===== src/rtl/program_dumper_pkg.sv =====
// Shared processor package: dumper state encoding, default memory geometry,
// and the program loader's framing constants.
package program_dumper_pkg;

  // Default memory geometry shared by the loader and the dumper
  localparam int DUMP_ADDR_WIDTH = 5;
  localparam int DUMP_DATA_WIDTH = 16;

  // Program loader constants (the loader writes the memory the dumper reads back)
  localparam int              LOADER_ADDR_WIDTH = DUMP_ADDR_WIDTH;
  localparam int              LOADER_DATA_WIDTH = DUMP_DATA_WIDTH;
  localparam logic [7:0]      LOADER_SYNC_BYTE  = 8'hA5;
  localparam int              LOADER_BYTES_PER_WORD = DUMP_DATA_WIDTH / 8;

  // Dumper FSM states
  typedef enum logic [2:0] {
    ST_IDLE = 3'd0,
    ST_READ = 3'd1,
    ST_WAIT = 3'd2,
    ST_SEND = 3'd3,
    ST_DONE = 3'd4
  } dump_state_e;

endpackage : program_dumper_pkg


===== src/rtl/program_dumper.sv =====
// Program dumper: reads words 0..N-1 from an external synchronous memory and
// streams each one out over a valid/ready interface, one word in flight at a time.
module program_dumper
  import program_dumper_pkg::*;
#(
  parameter int ADDR_WIDTH = DUMP_ADDR_WIDTH,
  parameter int DATA_WIDTH = DUMP_DATA_WIDTH
) (
  input  logic                  clock,
  input  logic                  reset,
  input  logic                  start_dump,
  input  logic [ADDR_WIDTH:0]   dump_count,
  output logic [ADDR_WIDTH-1:0] mem_addr,
  output logic                  mem_read,
  input  logic [DATA_WIDTH-1:0] mem_read_data,
  output logic [DATA_WIDTH-1:0] out_data,
  output logic [ADDR_WIDTH-1:0] out_addr,
  output logic                  out_valid,
  input  logic                  out_ready,
  output logic                  busy,
  output logic                  dump_complete
);

  // A full memory's worth of words; also the value a zero count maps to
  localparam logic [ADDR_WIDTH:0] FULL_COUNT = {1'b1, {ADDR_WIDTH{1'b0}}};
  localparam logic [ADDR_WIDTH:0] ONE_LEFT   = {{ADDR_WIDTH{1'b0}}, 1'b1};

  dump_state_e           r_state;
  logic [ADDR_WIDTH:0]   r_remaining;
  logic [ADDR_WIDTH-1:0] r_mem_addr;
  logic                  r_mem_read;
  logic [DATA_WIDTH-1:0] r_out_data;
  logic [ADDR_WIDTH-1:0] r_out_addr;
  logic                  r_out_valid;
  logic                  r_busy;
  logic                  r_dump_complete;

  logic [ADDR_WIDTH:0]   w_start_count;
  logic                  w_handshake;
  logic                  w_more_words;

  // Zero means a full dump; anything larger than the memory is clamped so
  // the read address can never wrap past the top word.
  assign w_start_count = ((dump_count == '0) || (dump_count > FULL_COUNT))
                         ? FULL_COUNT : dump_count;
  assign w_handshake   = r_out_valid & out_ready;
  assign w_more_words  = (r_remaining > ONE_LEFT);

  // Dump sequencer: every output is a register updated alongside the state
  // NOTE: all sequential state uses non-blocking assignments so every register
  // samples the pre-edge values, regardless of statement order in this block.
  always_ff @(posedge clock) begin
    if (!reset) begin
      r_state         <= ST_IDLE;
      r_remaining     <= '0;
      r_mem_addr      <= '0;
      r_mem_read      <= 1'b0;
      r_out_data      <= '0;
      r_out_addr      <= '0;
      r_out_valid     <= 1'b0;
      r_busy          <= 1'b0;
      r_dump_complete <= 1'b0;
    end else begin
      case (r_state)
        ST_IDLE: begin
          if (start_dump) begin
            r_remaining     <= w_start_count;
            r_mem_addr      <= '0;
            r_dump_complete <= 1'b0;
            r_mem_read      <= 1'b1;
            r_busy          <= 1'b1;
            r_state         <= ST_READ;
          end
        end

        // Single-cycle read strobe; memory returns data during WAIT
        ST_READ: begin
          r_mem_read <= 1'b0;
          r_state    <= ST_WAIT;
        end

        ST_WAIT: begin
          r_out_data  <= mem_read_data;
          r_out_addr  <= r_mem_addr;
          r_out_valid <= 1'b1;
          r_state     <= ST_SEND;
        end

        // Word and address hold still until the downstream accepts them
        ST_SEND: begin
          if (w_handshake) begin
            r_out_valid <= 1'b0;
            r_remaining <= r_remaining - ONE_LEFT;
            if (w_more_words) begin
              r_mem_addr <= r_mem_addr + 1'b1;
              r_mem_read <= 1'b1;
              r_state    <= ST_READ;
            end else begin
              r_busy          <= 1'b0;
              r_dump_complete <= 1'b1;
              r_state         <= ST_DONE;
            end
          end
        end

        ST_DONE: begin
          r_state <= ST_IDLE;
        end

        default: begin
          r_state     <= ST_IDLE;
          r_mem_read  <= 1'b0;
          r_out_valid <= 1'b0;
          r_busy      <= 1'b0;
        end
      endcase
    end
  end

  assign mem_addr      = r_mem_addr;
  assign mem_read      = r_mem_read;
  assign out_data      = r_out_data;
  assign out_addr      = r_out_addr;
  assign out_valid     = r_out_valid;
  assign busy          = r_busy;
  assign dump_complete = r_dump_complete;

endmodule : program_dumper

===== config.mk =====
export PLATFORM = sky130hd
export DESIGN_NAME = program_dumper
export DESIGN_NICKNAME = d
export VERILOG_FILES = /design/src/rtl/program_dumper_pkg.sv /design/src/rtl/program_dumper.sv
export SDC_FILE = /design/constraint.sdc
export NUM_CORES = 1
export LEC_CHECK = 0
export CORE_MARGIN = 2
export CORE_UTILIZATION = 46
export CTS_CLUSTER_DIAMETER = 150
export DETAILED_ROUTE_END_ITERATION = 6
export PLACE_DENSITY = 0.79
export SYNTH_ARGS = -nofsm -noshare
export SYNTH_HDL_FRONTEND = slang
export SYNTH_SLANG_ARGS = --single-unit

===== constraint.sdc =====
create_clock -name clock -period 1.8 [get_ports clock]
set_clock_uncertainty 0.05 [all_clocks]
set_input_delay 0.27 -clock clock [delete_from_list [all_inputs] [get_ports clock]]
set_output_delay 0.27 -clock clock [all_outputs]
set_load 0.05 [all_outputs]

# Word level (Yosys, flattened, before mapping)

Cells that the tools add are included.

Add/subtract/negate cells: 2
Eq/ne operators: 8
Multiplexer cells: 25
Reduce and logical (&&, ||, !) cells: 14
$lt $le $gt $ge: 2
Bitwise logic cells: 4

Operators with widths:

| kind                  | count |
|---|---|
| $mux W6               | 3 |
| $reduce_and A4 Y1     | 4 |
| $mux W5               | 3 |
| $pmux W3 S4           | 1 |
| $pmux W6 S2           | 1 |
| $pmux W5 S2           | 1 |
| $mux W1               | 9 |
| $mux W3               | 3 |
| $pmux W1 S3           | 3 |
| $ne A2 B2 Y1 const B  | 4 |
| $eq A3 B2 Y1 const B  | 2 |
| $gt A6 B1 Y1 const B  | 1 |
| $gt A6 B6 Y1 const B  | 1 |
| $logic_not A6 Y1      | 1 |
| $reduce_or A3 Y1      | 2 |
| $sub A6 B1 Y6 const B | 1 |
| $add A5 B1 Y5 const B | 1 |
| $reduce_and A2 Y1     | 2 |
| $eq A3 B1 Y1 const B  | 1 |
| $eq A3 B3 Y1 const B  | 1 |
| $logic_not A3 Y1      | 1 |
| $not A1 Y1            | 3 |
| $reduce_and A3 Y1     | 1 |
| $pmux W1 S2           | 1 |
| other kinds (4)       | 4 |

Input port bits: 26
Word-level logic and storage cells: 64
Register bits after elaboration: 39
Output and inout bits: 30

# Logic depth before layout (Yosys ltp)

Gate-level depths: netlist of the first run.

Depth in word-level cells: 5
Mapped depth: 6
Gate-level depth less buffers: 6

# Worst setup path after synthesis of the first run

Ideal clock, no wire load.

Kind: reg2reg
From: reg r_out_valid (netlist: out_valid)
To: reg r_mem_addr[3] (netlist: mem_addr[3])
Slack: 81 ps
Cell stages (with the launch flop): 5
Path buffers: 0
Data required time: 1,626 ps
Setup time: 124 ps
Period minus slack after synthesis: 1,719 ps
Data arrival time: 1,545 ps
Cells stage by stage: dfxtp_1 -> nand4_4 -> a211oi_4 -> o2111ai_1 -> mux2i_1

Cells in the longest elaborated chain, start to end: 3

RTL lines:

| item                               | RTL line             | text |
|---|---|---|
| start: declaration                 | program_dumper.sv:34 | `logic r_out_valid;` |
| start signal: assignment           | program_dumper.sv:60 | `r_out_valid <= 1'b0;` |
| start signal: assignment           | program_dumper.sv:85 | `r_out_valid <= 1'b1;` |
| start signal: assignment           | program_dumper.sv:92 | `r_out_valid <= 1'b0;` |
| $and A1 B1 Y1                      | program_dumper.sv:46 | `assign w_handshake = r_out_valid & out_ready;` |
| $ne A2 B2 Y1 (no source line)      | --                   |  |
| $reduce_and A4 Y1 (no source line) | --                   |  |
| end signal: assignment             | program_dumper.sv:95 | `r_mem_addr <= r_mem_addr + 1'b1;` |
| end: declaration                   | program_dumper.sv:30 | `logic [ADDR_WIDTH-1:0] r_mem_addr;` |

No other way between the ends.
A chain may end at the register's enable or synchronous reset.

# Worst setup path in the final report of the first run

From: reg r_out_addr[0] (netlist: out_addr[0])
To: out out_addr[0]

RTL lines:

| item                     | RTL line             | text |
|---|---|---|
| start: declaration       | program_dumper.sv:33 | `logic [ADDR_WIDTH-1:0] r_out_addr;` |
| start signal: assignment | program_dumper.sv:84 | `r_out_addr <= r_mem_addr;` |
| end: declaration         | program_dumper.sv:17 | `output logic [ADDR_WIDTH-1:0] out_addr,` |

No word-level cell between the ends.

==> results of run 1 <==
==> timing repair <==
action,4_1_cts,5_1_grt
resized for setup,0,1
hold buffers,0,0
setup endpoints to repair,0,3
hold endpoints to repair,0,0
==> cells by family after synthesis <==
kind of cell	count (synthesis)
muxes	2
buffers and inverters	16
and+or+nand+nor	89
adders and majority gates	3
AOI/OAI and AO/OA	65
DFF	39
==> sequential cells by signal (all words and copies together), names as in the netlist <==
name	cells
out_data	16
r_remaining	6
mem_addr	5
out_addr	5
r_state	3
busy	1
dump_complete	1
mem_read	1
out_valid	1
==> routing by layer <==
layer,GRT usage,vias to the layer above,part of all wire
met5,0,-,0
met4,0.0765,0,0.013
met3,0.0490,7,0.051
met2,0.376,49,0.50
met1,0.275,806,0.44
li1,-,881,-
==> final cells by class <==
cell class,instances,area share
repair buffers,71,0.252
inverters,4,0.00580
well taps,48,0.0232
multi-input cells,159,0.366
clock inverters,2,0.0232
clock buffers,6,0.0280
flip-flops and latches,39,0.302
==> placed cells by master (no fill, tap or decap), types with 2 or more instances in the layout <==
cell type,count
nand2_1,48
buf_4,28
ha_1,3
inv_1,4
o31ai_1,2
bufinv_16,2
nor3b_1,6
a21oi_1,32
a21boi_0,3
o21ai_0,9
nand3b_1,3
nor2_1,11
nand4b_1,2
nand3_1,3
o2111ai_1,3
nor3_1,2
and3_1,3
mux2i_1,2
o211ai_1,2
dfxtp_1,39
clkbuf_8,5
clkdlybuf4s50_1,41
==> per-stage QoR <==
step / hold WS [ns] / setup TNS, ns / cell area (µm²) / utilization
after floorplan: 0.356 / 0 / 1800 / -
after global placement: 0.391 / -0.646 / 2450 / 0.660
after detailed placement: 0.396 / -0.754 / 2450 / 0.660
after CTS: 0.406 / 0 / 2590 / 0.696
after global routing: 0.424 / 0 / 2590 / 0.697
final: 0.408 / 0 / 2590 / 0.697
==> power by group through the flow <==
stage | sequential, mW | combinational (mW) | clock [mW]
after floorplan | 1.04 | 0.187 | 0
after global placement | 0.954 | 0.437 | 0
after detailed placement | 0.956 | 0.442 | 0
after CTS | 0.935 | 0.449 | 0.870
after global routing | 0.940 | 0.486 | 0.909
final | 0.935 | 0.448 | 0.867
==> worst paths after layout <==
| path | start | end | cells past startpoint | slack [ns] |
|---|---|---|---|---|
| worst max register to register | r_remaining[1] | mem_addr[3] | 6 | 0.12 |
| worst min-delay path | out_addr[3] | out_addr[3] | 2 | 0.41 |
| worst max-delay path | out_addr[0] | out_addr[0] | 1 | 0.03 |
| worst min register to register | out_addr[3] | out_addr[3] | 2 | 0.41 |
==> run metrics, run 1 <==
leakage power 1.03 nW; share of post-route cells with drive strength above 1 0.164; Vias 1743; P_sw 602 µW; Cells after Synth 214; Core Rows 22; DIE AREA 4430 µm²; Final Critical Period 1.77 ns; Primary FF master, synth dfxtp_1; vias in the first global route 1662; maximum clock rate 564 MHz; largest net degree at the start of global routing 23; Remaining DRCs 0; pre-CTS setup slack -0.169 ns; Area contributors post-synth dfxtp_1 43%, nand2_1 10%, a21oi_1 8.9%, o21ai_0 2.5%, nor3b_1 2.5%; Synth Area in Compound Gates 0.237; Synth cell types 46; Synth top cells by count 48 x nand2_1, 39 x dfxtp_1, 32 x a21oi_1; Tightest Pin Transition 0.503 ns; routed wire length 4500 µm; worst skew pair latency 0.29 ns; Clock power frac 0.385; Max VDD drop 0.000562 V; gr usage total 0.222; Post-Synth Simple-Gate Area 0.257; crit-path max FO 2; syn avg cell area 8.42 µm²; final RePlAce weighted congestion 0.842; P_int 1.65 mW; setup violators final 0; EDFF count, synth 0; CP bufs+invs 1; largest family of logic cells by synthesized area simple AND/OR/NAND/NOR gates; I/O pin count 56; Via-to-Cell Ratio 5.30; YS warnings 0; Post-Place Cells 321; slowest cell delay on critical path 0.81 ns; Logic pwr share 0.199; ANT cells 0; clk sink count 39; initial core utilization 0.485; Critical Path RT 1.48 ns; Die Y-Extent 66.6 µm; post-synth net total 243; adder-cell area share of the yosys netlist 0.0208; Slew Viols, Final 0; Sw Share 0.268; Seq pwr share 0.416; Synth area leader dfxtp_1; CP max stage cell clkdlybuf4s50_1; cells along the critical path clkdlybuf4s50_1; H-tree depth 2; area growth from synthesis to layout 43.7%; DR WL/cell 13.7 µm; crit share post-route 0.986; die width 66.6 µm; core area 3720 µm²; post-detail-place hpwl 3110 µm; TritonCTS Buffers 5; Worst Setup Start Kind flip-flop; sequential area share after synthesis 0.433; CP arrival 1.45 ns; initial antenna violation count 0; final setup margin 0.0256 ns; Synth top area share 0.433; mux share of post-synthesis cell area 0.0111; global-route wire length before repair 7500 µm; Clock Path Buffers 2; post-synthesis xor/xnor area fraction 0; DR pass1 iterations 4; most numerous cell in the Yosys netlist nand2_1; Yosys reg bits 39; Slew headroom 0.664; Routed Antenna Nets 0; worst setup path class reg2out; CTS clk-pin slew, worst paths 0.08 ns; fill cell count 309; cell family with most CP delay buffers and inverters; mapped cell area 1800 µm²; clk root buf clkbuf_8; Hold Path Class reg2reg; RSZ-0062 raised after global routing no; Power Total 2.25 mW; Iteration-0 DRC Markers 113; Hold Vio Cnt, Final 0; run status finished clean; CTS tree built; Nets 309; max_cap viols 0; GR Overflow Total 0; register area 781 µm²; asr flop ratio synth 0; pwr/cell area 869 nW/µm²; IO Port Bufs 55; Non-Filler Instances 329; multi-input logic area 947 µm²; Setup Fix Bufs, Post-CTS 0; crit end category output port
No activity file was read; power rests on OpenSTA's default activity.
==> inputs of run 2 (changes only) <==
--- a/config.mk
+++ b/config.mk
@@ -10,6 +10,7 @@
 export CTS_CLUSTER_DIAMETER = 150
 export DETAILED_ROUTE_END_ITERATION = 6
 export PLACE_DENSITY = 0.79
+export SKIP_CTS_REPAIR_TIMING = 1
 export SYNTH_ARGS = -nofsm -noshare
 export SYNTH_HDL_FRONTEND = slang
 export SYNTH_SLANG_ARGS = --single-unit
==> results of run 2 <==
No change in the layout: final DEF, timing and power equal those of run 1.
==> inputs of run 3 (changes only) <==
--- a/config.mk
+++ b/config.mk
@@ -6,10 +6,11 @@
 export NUM_CORES = 1
 export LEC_CHECK = 0
 export CORE_MARGIN = 2
-export CORE_UTILIZATION = 46
+export CORE_UTILIZATION = 49
 export CTS_CLUSTER_DIAMETER = 150
 export DETAILED_ROUTE_END_ITERATION = 6
-export PLACE_DENSITY = 0.79
+export PLACE_DENSITY = 0.83
+export SETUP_SLACK_MARGIN = 0.15
 export SKIP_CTS_REPAIR_TIMING = 1
 export SYNTH_ARGS = -nofsm -noshare
 export SYNTH_HDL_FRONTEND = slang
==> constraint.sdc (replaced) <==
create_clock -name clock -period 2.1 [get_ports clock]
set_clock_uncertainty 0.05 [all_clocks]
set_input_delay 0.315 -clock clock [delete_from_list [all_inputs] [get_ports clock]]
set_output_delay 0.315 -clock clock [all_outputs]
set_load 0.05 [all_outputs]
==> run metrics, run 3 (synthesis gave the netlist of run 1 again) <==
clk sink count 39; slowest cell delay on critical path 0.84 ns; Routed Antenna Nets 0; run status finished clean; crit end category output port; RSZ-0062 raised after global routing no; multi-input logic area 947 µm²; Clock Path Buffers 2; setup violators final 0; Hold Vio Cnt, Final 0; total negative slack 0 ns; Hold Path Class reg2reg; IO Port Bufs 55; vias in the first global route 1618; initial core utilization 0.500; maximum clock rate 525 MHz; cells along the critical path clkdlybuf4s50_1; worst setup path class reg2out; met1 global-route usage 0.259; Iteration-0 DRC Markers 93; Final Critical Period 1.90 ns; Worst Setup Start Kind flip-flop; initial antenna violation count 0; fill cell count 300; area growth from synthesis to layout 38.1%; DR WL/cell 12.5 µm; Max VDD drop 0.000419 V; worst skew pair latency 0.29 ns; Vias 1663; most frequent cells in the layout 53 x clkdlybuf4s50_1, 48 x nand2_1, 39 x dfxtp_1; CP bufs+invs 1; Core Rows 22; clk root buf clkbuf_8; most common library cell in the layout ignoring fill and taps clkdlybuf4s50_1; core area 3610 µm²; largest net degree at the start of global routing 23; GR Util met3 0.0469; Slew headroom 0.654; Via-to-Cell Ratio 5.21; crit-path max FO 5; Tightest Pin Transition 0.518 ns; Slew Viols, Final 0; CTS tree built; met2 Use GR 0.363; TritonCTS Buffers 5; Post-Place Cells 311; H-tree depth 2; CTS clk-pin slew, worst paths 0.07 ns; GR Overflow Total 0; pwr/cell area 663 nW/µm²; Critical Path RT 1.74 ns; routed wire length 3980 µm; Die Y-Extent 64.6 µm; max_cap viols 0; share of post-route cells with drive strength above 1 0.0849; CP max stage cell clkdlybuf4s50_1; grt peak-use layer met2; I/O pin count 56; register area 781 µm²; DIE AREA 4180 µm²; gr usage total 0.210; global-route wire length before repair 6980 µm; Non-Filler Instances 319; die width 64.6 µm; ANT cells 0; DR pass1 iterations 4; Remaining DRCs 0; cell family with most CP delay buffers and inverters; final RePlAce weighted congestion 0.858; crit share post-route 0.907; max reg flops 16; Power Total 1.65 mW; CP arrival 1.54 ns; post-detail-place hpwl 2840 µm; Nets 299; leakage power 0.945 nW
-- run 3: cell count changes in the layout (fill, tap and decap cells not counted) --
cell / previous run / this run
buf_12: 1 / 0
buf_4: 28 / 6
clkinv_2: 0 / 1
dlymetal6s2s_1: 1 / 2
bufinv_16: 2 / 0
clkinvlp_4: 0 / 1
clkdlybuf4s50_1: 41 / 53
-- run 3: metal layers --
metal  up-vias  wire length, µm
li1        861                -
met1       760             1800
met2        36             1970
met3         6              156
met4         0               49
met5         -                0
-- run 3: power breakdown --
group | internal, mW | switching, mW | total [mW]
sequential | 0.773 | 0.0318 | 0.805
clock | 0.232 | 0.253 | 0.485
combinational | 0.151 | 0.208 | 0.359
-- run 3: tightest hold or removal path: stages, from the launching register on --
cell     delay [ns]
dfxtp_1        0.31
nand2_1        0.05
a21oi_1        0.05
-- run 3: worst paths after layout --
check,slack [ns],endpoint,cells after the start,start
max reg2reg,0.28,mem_addr[4],6,r_remaining[0]
min reg2reg,0.40,out_data[0],2,out_data[0]
min,0.40,out_data[0],2,out_data[0]
max,0.20,mem_addr[1],1,mem_addr[1]
-- run 3: per-stage QoR --
step	area (µm²)	hold slack, ns	setup WS [ns]	util
3_3_place_gp	2400	0.391	0.0979	0.665
4_1_cts	2480	0.408	0.168	0.689
6_report	2490	0.403	0.196	0.690
2_1_floorplan	1800	0.401	0.381	-
5_1_grt	2490	0.433	0.156	0.690
3_5_place_dp	2400	0.397	0.0804	0.665
-- run 3: cell type report --
class                      instances  share of cell area
tap                               48              0.0241
timing repair buffer              61               0.241
multi-input combinational        159               0.381
clock buffer                       6              0.0292
inverter                           4             0.00603
clock inverter                     2             0.00503
sequential                        39               0.314
